### config.mk
export PLATFORM = sky130hd
export DESIGN_NAME = messbauer_diff_discriminator_generator
export DESIGN_NICKNAME = d
export VERILOG_FILES = /design/src/rtl/messbauer_diff_discriminator_generator.sv
export SDC_FILE = /design/constraint.sdc
export NUM_CORES = 1
export LEC_CHECK = 0
export CORE_UTILIZATION = 45
export DETAILED_ROUTE_END_ITERATION = 8
export GPL_TIMING_DRIVEN = 0
export HOLD_SLACK_MARGIN = 0.1
export PLACE_DENSITY = 0.66
export SLEW_MARGIN = 0
export SYNTH_ARGS = -nofsm -noshare
export SYNTH_HDL_FRONTEND = slang
export SYNTH_SLANG_ARGS = --single-unit
export TNS_END_PERCENT = 30
### constraint.sdc
create_clock -name aclk -period 2.43 [get_ports aclk]
set_clock_uncertainty 0.05 [all_clocks]
set_input_delay 0.3645 -clock aclk [delete_from_list [all_inputs] [get_ports aclk]]
set_output_delay 0.3645 -clock aclk [all_outputs]
set_load 0.03 [all_outputs]
### src/rtl/messbauer_diff_discriminator_generator.sv
// messbauer_diff_discriminator_generator: per-channel bursts of lower/upper discriminator test impulses.
// Outputs are registered copies of the FSM state, so they trail the state by one cycle.
module messbauer_diff_discriminator_generator #(
  parameter int LOWER_THRESHOLD_DURATION = 3,
  parameter int UPPER_THRESHOLD_DURATION = 1,
  parameter int IMPULSES_PAUSE           = 10,
  parameter int IMPULSES_PER_CHANNEL     = 16,
  parameter int CHANNEL_NUMBER           = 512,
  parameter int CHANNEL_INDEX_WIDTH      = 9
) (
  input  logic                           aclk,
  input  logic                           areset_n,
  input  logic                           channel,
  input  logic                           enable,
  input  logic [7:0]                     sel_count,
  input  logic                           clear_overrun,
  output logic                           lower_threshold,
  output logic                           upper_threshold,
  output logic                           busy,
  output logic [CHANNEL_INDEX_WIDTH-1:0] channel_index,
  output logic                           frame_done,
  output logic                           overrun
);
  typedef enum logic [1:0] {IDLE, PULSE, PAUSE} state_t;
  localparam logic [7:0] IPC = 8'(IMPULSES_PER_CHANNEL);
  localparam logic [CHANNEL_INDEX_WIDTH-1:0] LAST_CH = CHANNEL_INDEX_WIDTH'(CHANNEL_NUMBER - 1);
  state_t state, next;
  logic [1:0] sync;
  logic sync_d, rise, pulse_end, pause_end, burst_end, start;
  logic [31:0] cnt;
  logic [7:0] imp, sel_lat;
  assign rise      = sync[1] & ~sync_d;
  assign pulse_end = state == PULSE && cnt == 32'(LOWER_THRESHOLD_DURATION - 1);
  assign pause_end = state == PAUSE && cnt == 32'(IMPULSES_PAUSE - 1);
  assign burst_end = pause_end && imp == IPC - 8'd1;
  assign start     = state == IDLE && rise && enable;
  always_comb begin
    next = state;
    case (state)
      IDLE:    next = start ? PULSE : IDLE;
      PULSE:   next = pulse_end ? PAUSE : PULSE;
      PAUSE:   next = pause_end ? (burst_end ? IDLE : PULSE) : PAUSE;
      default: next = IDLE;
    endcase
  end
  always_ff @(posedge aclk or negedge areset_n) begin
    if (!areset_n) state <= IDLE;
    else           state <= next;
  end
  always_ff @(posedge aclk or negedge areset_n) begin
    if (!areset_n) begin
      sync            <= '0;
      sync_d          <= 1'b0;
      cnt             <= '0;
      imp             <= '0;
      sel_lat         <= '0;
      lower_threshold <= 1'b0;
      upper_threshold <= 1'b0;
      busy            <= 1'b0;
      channel_index   <= '0;
      frame_done      <= 1'b0;
      overrun         <= 1'b0;
    end else begin
      sync            <= {sync[0], channel};
      sync_d          <= sync[1];
      cnt             <= (state == IDLE || next != state) ? '0 : cnt + 32'd1;
      imp             <= state == IDLE ? 8'd0 : pause_end ? imp + 8'd1 : imp;
      sel_lat         <= start ? (sel_count > IPC ? IPC : sel_count) : sel_lat;
      lower_threshold <= state == PULSE;
      // upper rides cycles 2..UPPER+1 of a rejected impulse, always inside the lower pulse
      upper_threshold <= state == PULSE && imp >= sel_lat && cnt != 32'd0
                         && cnt <= 32'(UPPER_THRESHOLD_DURATION);
      busy            <= state != IDLE;
      channel_index   <= burst_end ? (channel_index == LAST_CH ? '0 : channel_index + 1'b1) : channel_index;
      frame_done      <= burst_end && channel_index == LAST_CH;
      overrun         <= (rise && state != IDLE) ? 1'b1 : clear_overrun ? 1'b0 : overrun;
    end
  end
endmodule
## Yosys cells after proc, flatten, opt, wreduce, memory -nomap -nowiden

Index checks and enable logic that the tools add are counted.

| storage, ports and cells | value |
|---|---|
| bits in registers | 67 |
| input port bits | 13 |
| word-level logic and storage cells | 55 |

| operators by class | value |
|---|---|
| add/subtract/negate cells | 3 |
| magnitude comparators | 3 |
| eq/ne operators | 7 |
| mux-type cells | 12 |
| bitwise logic cells | 2 |
| reductions and logical operators | 16 |

Operators with widths:

| operator | number |
|---|---|
| adder 32 x 1 -> 32 bit, second input constant | 1 |
| equality test 32 x 2 -> 1 bit, second input constant | 1 |
| equality test 32 x 4 -> 1 bit, second input constant | 1 |
| <= comparator 32 x 1 -> 1 bit, second input constant | 1 |
| two-way mux 32 bit | 1 |
| nonzero test 32 bit | 1 |
| two-way mux 8 bit | 3 |
| logical AND 1 bit | 10 |
| adder 9 x 1 -> 9 bit, second input constant | 1 |
| equality test 9 bit, second input constant | 1 |
| two-way mux 9 bit | 1 |
| adder 8 x 1 -> 8 bit, second input constant | 1 |
| equality test 8 x 4 -> 1 bit, second input constant | 1 |
| greater-or-equal comparator 8 bit | 1 |
| greater-than comparator 8 x 5 -> 1 bit, second input constant | 1 |
| one-hot mux 2 bit (3 select lines) | 1 |
| nonzero test 2 bit | 3 |
| two-way mux 1 bit | 4 |
| two-way mux 2 bit | 2 |
| equality test 2 x 1 -> 1 bit, second input constant | 1 |
| equality test 2 bit, second input constant | 1 |
| logical NOT 2 bit | 1 |
| != test 2 bit | 1 |
| AND 1 bit | 1 |
| other kinds (2) | 2 |

## Longest topological paths before layout

Gate-level depths: netlist of the first run.

| depth | value |
|---|---|
| depth after elaboration | 9 |
| gate-level depth with buffers | 8 |
| mapped depth without buffers | 8 |

## Least setup slack after synthesis of the first run

OpenSTA, ideal clock, no wires.

| timing | value |
|---|---|
| path type | register to register |
| start point | reg channel_index[0] |
| end point | reg channel_index[3] |
| library setup time | 96 ps |
| arrival time | 2243 ps |
| required time | 2284 ps |
| path slack | 42 ps |
| stages on the path, launching flop included | 9 |
| buffers on the path | 1 |
| period minus slack after synthesis | 2388 ps |
| cell sequence | dfrtp_1 ha_1 and3_1 and3_1 and3_1 ha_1 or3_1 clkbuf_1 o31ai_1 |

| on the way | value |
|---|---|
| cells in the longest elaborated chain, start to end | 2 |
| elaborated cells between the ends (all ways) | 3 |

Ends and longest elaborated chain:

| item | RTL line | RTL |
|---|---|---|
| start: declaration | 20 | `output logic [CHANNEL_INDEX_WIDTH-1:0] channel_index,` |
| start signal: assignment | 74 | `channel_index <= burst_end ? (channel_index == LAST_CH ? '0 : channel_index + 1'b1) : channel_index;` |
| adder 9 x 1 -> 9 bit / equality test 9 bit (equally long branches) | 74 |  |
| two-way mux 9 bit (*) | 74 |  |

Mark *: on every way between the ends. The rest lies on a longest branch, timed or not.
A chain may end at the register's enable or synchronous reset.

## Worst setup path after layout of the first run

| timing | value |
|---|---|
| start point | reg cnt[11] |
| end point | reg imp[6] |

| on the way | value |
|---|---|
| cells in the longest elaborated chain, start to end | 3 |

Ends and longest elaborated chain:

| item | RTL line | RTL |
|---|---|---|
| start: declaration | 30 | `logic [31:0] cnt;` |
| start signal: assignment | 66 | `cnt <= (state == IDLE \|\| next != state) ? '0 : cnt + 32'd1;` |
| equality test 32 x 4 -> 1 bit | 34 | `assign pause_end = state == PAUSE && cnt == 32'(IMPULSES_PAUSE - 1);` |
| logical AND 1 bit | 34 |  |
| nonzero test 2 bit (no line) | - |  |
| end signal: assignment | 67 | `imp <= state == IDLE ? 8'd0 : pause_end ? imp + 8'd1 : imp;` |
| end: declaration | 31 | `logic [7:0] imp, sel_lat;` |

Every way passes these cells.

==> flow_metrics.tcl, run 1 <==
set metrics [dict create \
    outcome "finished with violations" \
    violations "setup timing" \
    synth_edf_count 0 \
    io_buffers 26 \
    rr_worst_depth 7 \
    first_iter_violations 156 \
    yosysWarnings 0 \
    vias_per_cell 5.284 \
    clock-sinks 67 \
    leakage_nw 1.776 \
    r2r_start "cnt[11]$_DFF_PN0_" \
    r2r-end "imp[6]$_DFFE_PN0P_" \
    hold_buffers 0 \
    path_class "reg -> reg" \
    fin_crit_sh_pct 100.7 \
    cap_viol_max_count 0 \
    cts.clk_slew.worst_paths_ns 0.07 \
    drtAntennaViolNets 0 \
    fill_cells 669 \
    syn-num-nets 383 \
    crit_fanout 10 \
    syn-instance-count 355 \
    synth_area_um2 3406 \
    gp_congestion 0.7801 \
    rrSetupSlack_ns -0.02 \
    total_power_w 0.001962 \
    worst_pin_slew_ns 0.8308 \
    die_h_um 89.00 \
    post_synth_num_cell_types 39 \
    grt_use_total_pct 18.53 \
    wl_per_cell_um 13.64 \
    syn-mean-instance-area_um2 9.594 \
    stdcell_area_um2 4018 \
    grt_max_degree 68 \
    relSlewSlack_pct 44.61 \
    dieArea_um2 7920 \
    grt_antenna_before_repair 0 \
    num_vias 2626 \
    totalWireLength_um 6778 \
    finalWorstSetupSlack_ns -0.01698 \
    cp-start-kind "register" \
    syn_to_final_growth_pct 17.96 \
    ir_worst_vdd_mv 0.3584 \
    io_pins 27 \
    nets 422 \
    cp-end-kind "register" \
    period_needed_ns 2.447 \
    fmax_mhz 408.7 \
    die_x_um 89.00 \
    cp_data_arrival_time_ns 2.66 \
    post-synth-top-area-cell "dfrtp_1" \
    synth-async-reset-ratio_pct 100.0 \
    netlist.area_leader.share_pct 49.23 \
    fin_util_pct 55.10 \
    synth.area.top_cells "dfrtp_1 (49%), xnor2_1 (5.9%), ha_1 (5.5%)" \
    diodes 0 \
    endpoint "imp[6]$_DFFE_PN0P_" \
    synth_flop_cell "dfrtp_1" \
    cts_made_buffers 9 \
    clk_latency_ns 0.34 \
    grt_pass1_vias 2388 \
    crit_start "cnt[11]$_DFF_PN0_" \
    core-area_um2 7292 \
    root_buffer "clkbuf_8" \
    cts.path.max_buffers 2 \
    hold_path.class "in -> async" \
    ys_seq_area_share_pct 49.23 \
    maxSlewViolCount 0 \
    drive_above_1_share_pct 8.794 \
    dp_hpwl_um 4506 \
    tns_ns -0.01698 \
    start_util_pct 46.71 \
    final-setup-viol-count 1 \
    pre_cts_ws_ns -0.07986 \
    fp-row-count 31 \
    dpl_cell_area_um2 3787 \
    pwr_density_cell_nw_per_um2 488.4 \
    required_ns 2.64 \
    hold_viol_final 0 \
    htree_levels 3 \
    synth_seq_cells 67 \
    cts_tree "yes" \
    grt_first_pass_wirelength_um 11170 \
    drtPass1Iterations 4 \
    gr-total-overflow 0 \
    drcViolationCount 0 \
]
[report_power, final]
part	total (W)	leakage (nW)	internal, W	switching [W]
clock	0.000793	0.0860	0.000388	0.000405
sequential	0.00112	0.892	0.00112	0.00000202
combinational	0.0000484	0.798	0.0000205	0.0000278
total	0.00196	1.78	0.00153	0.000435
[worst min path at each step]
| stage | from | endpoint | slack [ns] | cells past startpoint |
|---|---|---|---|---|
| after detailed placement | sync[0]$_DFF_PN0_ | sync[1]$_DFF_PN0_ | 0.29 | 0 |
| final | areset_n | channel_index[2]$_DFFE_PN0P_ | 0.07 | 1 |
| after CTS | areset_n | channel_index[2]$_DFFE_PN0P_ | 0.10 | 1 |
| after global placement | sync[0]$_DFF_PN0_ | sync[1]$_DFF_PN0_ | 0.29 | 0 |
| after global routing | areset_n | channel_index[2]$_DFFE_PN0P_ | 0.15 | 1 |
| after floorplan | areset_n | busy$_DFF_PN0_ | 0.02 | 0 |
[cell usage after synthesis (4+ instances only)]
master    count
xor2_1        7
nand3_1      17
and3_1       11
nand2_1      23
nor2_1       41
ha_1         15
dfrtp_1      67
o21ai_0      23
nor4_1       13
xnor2_1      23
nand4_1       8
nand2b_1      7
nor3_1       13
nor2b_1       4
and2_1        6
clkbuf_1     11
inv_1        21
o31ai_1       7
[cells by family (layout without fill, tap and decap cells)]
family          after synthesis  count (layout)  synth area share (%)
simple gates                156             156                 23.44
flops                        67              67                 49.23
compound gates               48              48                 8.928
buf+inv                      35              78                 3.931
xor+xnor                     30              30                 7.715
fa+ha+maj                    15              15                 5.511
mux                           4               4                 1.249
[timing repair]
| action | in CTS | in global routing |
|---|---|---|
| buffers inserted | 0 | 3 |
| pin swaps | 0 | 3 |
| setup endpoints to repair | 32 | 47 |
| endpoints found under the hold margin | 0 | 0 |
| resized for setup | 4 | 12 |
[worst max-delay path, cell delays in order (launching register included)]
cell and delay, ns:
dfrtp_1 0.43, nor4_1 0.34, nand4_1 0.16, buf_4 0.18, or3_1 0.38, buf_2 0.20, or4_1 0.48, a21oi_1 0.15
[routing by layer]
layer	routed length [µm]	track usage, %	vias up
li1	-	-	1318
met1	3401	26.06	1264
met2	3106	27.55	37
met3	185	5.263	7
met4	86	6.349	0
met5	0	0	-
[per-stage QoR]
| step | hold slack [ns] | cells |
|---|---|---|
| after detailed placement | 0.2912 | 480 |
| after global placement | 0.2874 | 480 |
| final | 0.06958 | 497 |
| after CTS | 0.1050 | 495 |
| after global routing | 0.1455 | 497 |
| after floorplan | 0.01891 | 355 |
[placed cells by master (no fill, tap or decap), types with 3 or more instances in the layout]
cell	instances
nand3_1	17
xor2_1	7
dfrtp_1	66
a21o_1	3
nand2b_1	7
and4_1	3
nor4_2	4
nand2_1	23
nor2_1	41
nand4_1	8
clkbuf_1	8
o211ai_1	3
clkdlybuf4s50_1	25
clkinv_2	3
and2_1	6
xnor2_1	23
inv_1	21
clkbuf_2	4
ha_1	14
nor2b_1	4
nor4_1	9
and3_1	11
nor3_1	13
o31ai_1	5
clkbuf_8	10
o21ai_0	23
buf_4	5
o41ai_1	3
[registers in the layout, summed over array words and instances, names as in the netlist]
register	cells
cnt	32
lower_threshold	1
channel_index	9
sync_d	1
upper_threshold	1
overrun	1
state	2
sel_lat	8
sync	2
imp	8
frame_done	1
busy	1
[area by class of cell]
class                           instances  area [µm²]  share of cell area [%]
Sequential cell                        67        1678                   41.76
Multi-Input combinational cell        253        1638                   40.77
Inverter                               21       78.83                   1.962
Tap cell                               99       123.9                   3.083
Buffer                                 13       58.81                   1.464
Clock inverter                          3       15.01                  0.3737
Clock buffer                           12       145.1                   3.613
Timing Repair Buffer                   29       280.3                   6.976
(Power assumes the default switching activity.)
==> run 2, diff against run 1 <==
--- a/config.mk
+++ b/config.mk
@@ -6,9 +6,9 @@
 export NUM_CORES = 1
 export LEC_CHECK = 0
 export CORE_UTILIZATION = 45
+export CTS_CLUSTER_DIAMETER = 60
 export DETAILED_ROUTE_END_ITERATION = 8
 export GPL_TIMING_DRIVEN = 0
-export HOLD_SLACK_MARGIN = 0.1
 export PLACE_DENSITY = 0.66
 export SLEW_MARGIN = 0
 export SYNTH_ARGS = -nofsm -noshare
==> results of run 2 <==
Same layout as run 1: the final DEF is identical, and so are final timing and power.
==> run 3, diff against run 2 <==
--- a/config.mk
+++ b/config.mk
@@ -14,4 +14,4 @@
 export SYNTH_ARGS = -nofsm -noshare
 export SYNTH_HDL_FRONTEND = slang
 export SYNTH_SLANG_ARGS = --single-unit
-export TNS_END_PERCENT = 30
+export TNS_END_PERCENT = 5
==> flow_metrics.tcl, run 3 (synthesized netlist as in run 1, its figures left out) <==
set metrics [dict create \
    largest_register_ffs 32 \
    syn_to_final_growth_pct 17.96 \
    grt_pass1_vias 2388 \
    core-area_um2 7292 \
    vias_per_cell 5.288 \
    stdcell_area_um2 4018 \
    period_needed_ns 2.447 \
    slowest_stage "or4_1" \
    intPower_w 0.001528 \
    drcViolationCount 0 \
    cp_data_arrival_time_ns 2.66 \
    hold_viol_final 0 \
    pre_cts_ws_ns -0.07986 \
    totalWireLength_um 6789 \
    gr-total-overflow 0 \
    critPathBufInv 2 \
    grt_antenna_before_repair 0 \
    cts.path.max_buffers 2 \
    cts.clk_slew.worst_paths_ns 0.07 \
    wl_per_cell_um 13.66 \
    fin_util_pct 55.10 \
    finalWorstSetupSlack_ns -0.01698 \
    final-setup-viol-count 1 \
    nets 422 \
    p_sw_share_pct 22.15 \
    grt_first_pass_wirelength_um 11170 \
    required_ns 2.64 \
    grt_use_total_pct 18.53 \
    cp-start-kind "register" \
    hold_buffers 0 \
    cts_made_buffers 9 \
    pwr_density_cell_nw_per_um2 488.4 \
    maxSlewViolCount 0 \
    root_buffer "clkbuf_8" \
    instances_no_fill 497 \
    layout_commonest_cell "dfrtp_1" \
    start_util_pct 46.71 \
    gp_congestion 0.7801 \
    leakage_nw 1.776 \
    clock-sinks 67 \
    die_x_um 89.00 \
    outcome "finished with violations" \
    drtAntennaViolNets 0 \
    fp-row-count 31 \
    io_buffers 26 \
    cp_cell_sequence "nor4_1, nand4_1, buf_4, or3_1, buf_2, or4_1, a21oi_1" \
    relSlewSlack_pct 44.61 \
    ir_worst_vdd_mv 0.3584 \
    fill_cells 669 \
    hold_path.class "in -> async" \
    cap_viol_max_count 0 \
    io_pins 27 \
    top_register "cnt" \
    top_regs "cnt x32, channel_index x9" \
    crit_fanout 10 \
    crit_start "cnt[11]$_DFF_PN0_" \
    cp-end-kind "register" \
    comb_power_share_pct 2.5 \
    grt_max_degree 68 \
    fin_crit_sh_pct 100.7 \
    p_sw_w 0.0004345 \
    mostFrequentLayoutCells "dfrtp_1 (66), nor2_1 (41), clkdlybuf4s50_1 (25)" \
    crit_family "simple AND/OR/NAND/NOR gates" \
    dieArea_um2 7920 \
    first_iter_violations 153 \
    p_clk_share_pct 40.4 \
    num_vias 2628 \
    drive_above_1_share_pct 8.794 \
    drtPass1Iterations 4 \
    dp_hpwl_um 4506 \
    htree_levels 3 \
    worst_pin_slew_ns 0.8308 \
    cts_tree "yes" \
    dp.cells 480 \
    tns_ns -0.01698 \
    clk_latency_ns 0.34 \
    r2r_start "cnt[11]$_DFF_PN0_" \
    die_h_um 89.00 \
    dpl_cell_area_um2 3787 \
    fmax_mhz 408.7 \
    violations "setup timing" \
    cpPeakStageDelay_ns 0.48 \
    power_frac_seq_pct 57.1 \
    path_class "reg -> reg" \
    diodes 0 \
]
[run 3: cell counts in the layout (fill, tap and decap cells not counted)]
No cell type changed its count.
[run 3: through the flow]
step	power [W]	hold WS [ns]
after detailed placement	0.001193	0.2912
after global routing	0.002039	0.1455
final	0.001962	0.06956
after floorplan	0.001148	0.01891
after global placement	0.001193	0.2874
after CTS	0.001983	0.1050
[run 3: worst paths after layout]
check | end | slack, ns | cells after the start
min | channel_index[2]$_DFFE_PN0P_ | 0.07 | 1
max in group asynchronous | cnt[8]$_DFF_PN0_ | 1.66 | 1
max | imp[6]$_DFFE_PN0P_ | -0.02 | 7
min in group aclk | sync[1]$_DFF_PN0_ | 0.30 | 0
min reg2reg | sync[1]$_DFF_PN0_ | 0.30 | 0
max reg2reg | imp[6]$_DFFE_PN0P_ | -0.02 | 7
[run 3: cell type report]
class	instances	area (µm²)	area share, %
timing repair buffer	29	280.3	6.976
multi-input combinational	253	1638	40.77
clock buffer	12	145.1	3.613
clock inverter	3	15.01	0.3737
tap	99	123.9	3.083
sequential	67	1678	41.76
buffer	13	58.81	1.464
inverter	21	78.83	1.962
[run 3: repair_timing]
item,CTS,global route
gates resized for setup,4,13
setup buffers,0,3
pin swaps,0,3
endpoints found under the setup margin,32,47
[run 3: power groups by stage]
| stage | logic [W] | clock network [W] | registers, W |
|---|---|---|---|
| 3_3_place_gp | 0.0000508 | 0 | 0.00114 |
| 3_5_place_dp | 0.0000507 | 0 | 0.00114 |
| 5_1_grt | 0.0000558 | 0.000862 | 0.00112 |
| 4_1_cts | 0.0000506 | 0.000811 | 0.00112 |
| 6_report | 0.0000484 | 0.000793 | 0.00112 |
| 2_1_floorplan | 0.00000314 | 0 | 0.00115 |
[run 3: routing by layer]
layer  vias up  part of all wire (%)  GRT usage, %
li1       1318                     -             -
met1      1268                    50         26.06
met2        35                    46         27.55
met3         7                   2.8         5.263
met4         0                   1.3         6.349
met5         -                     0             0
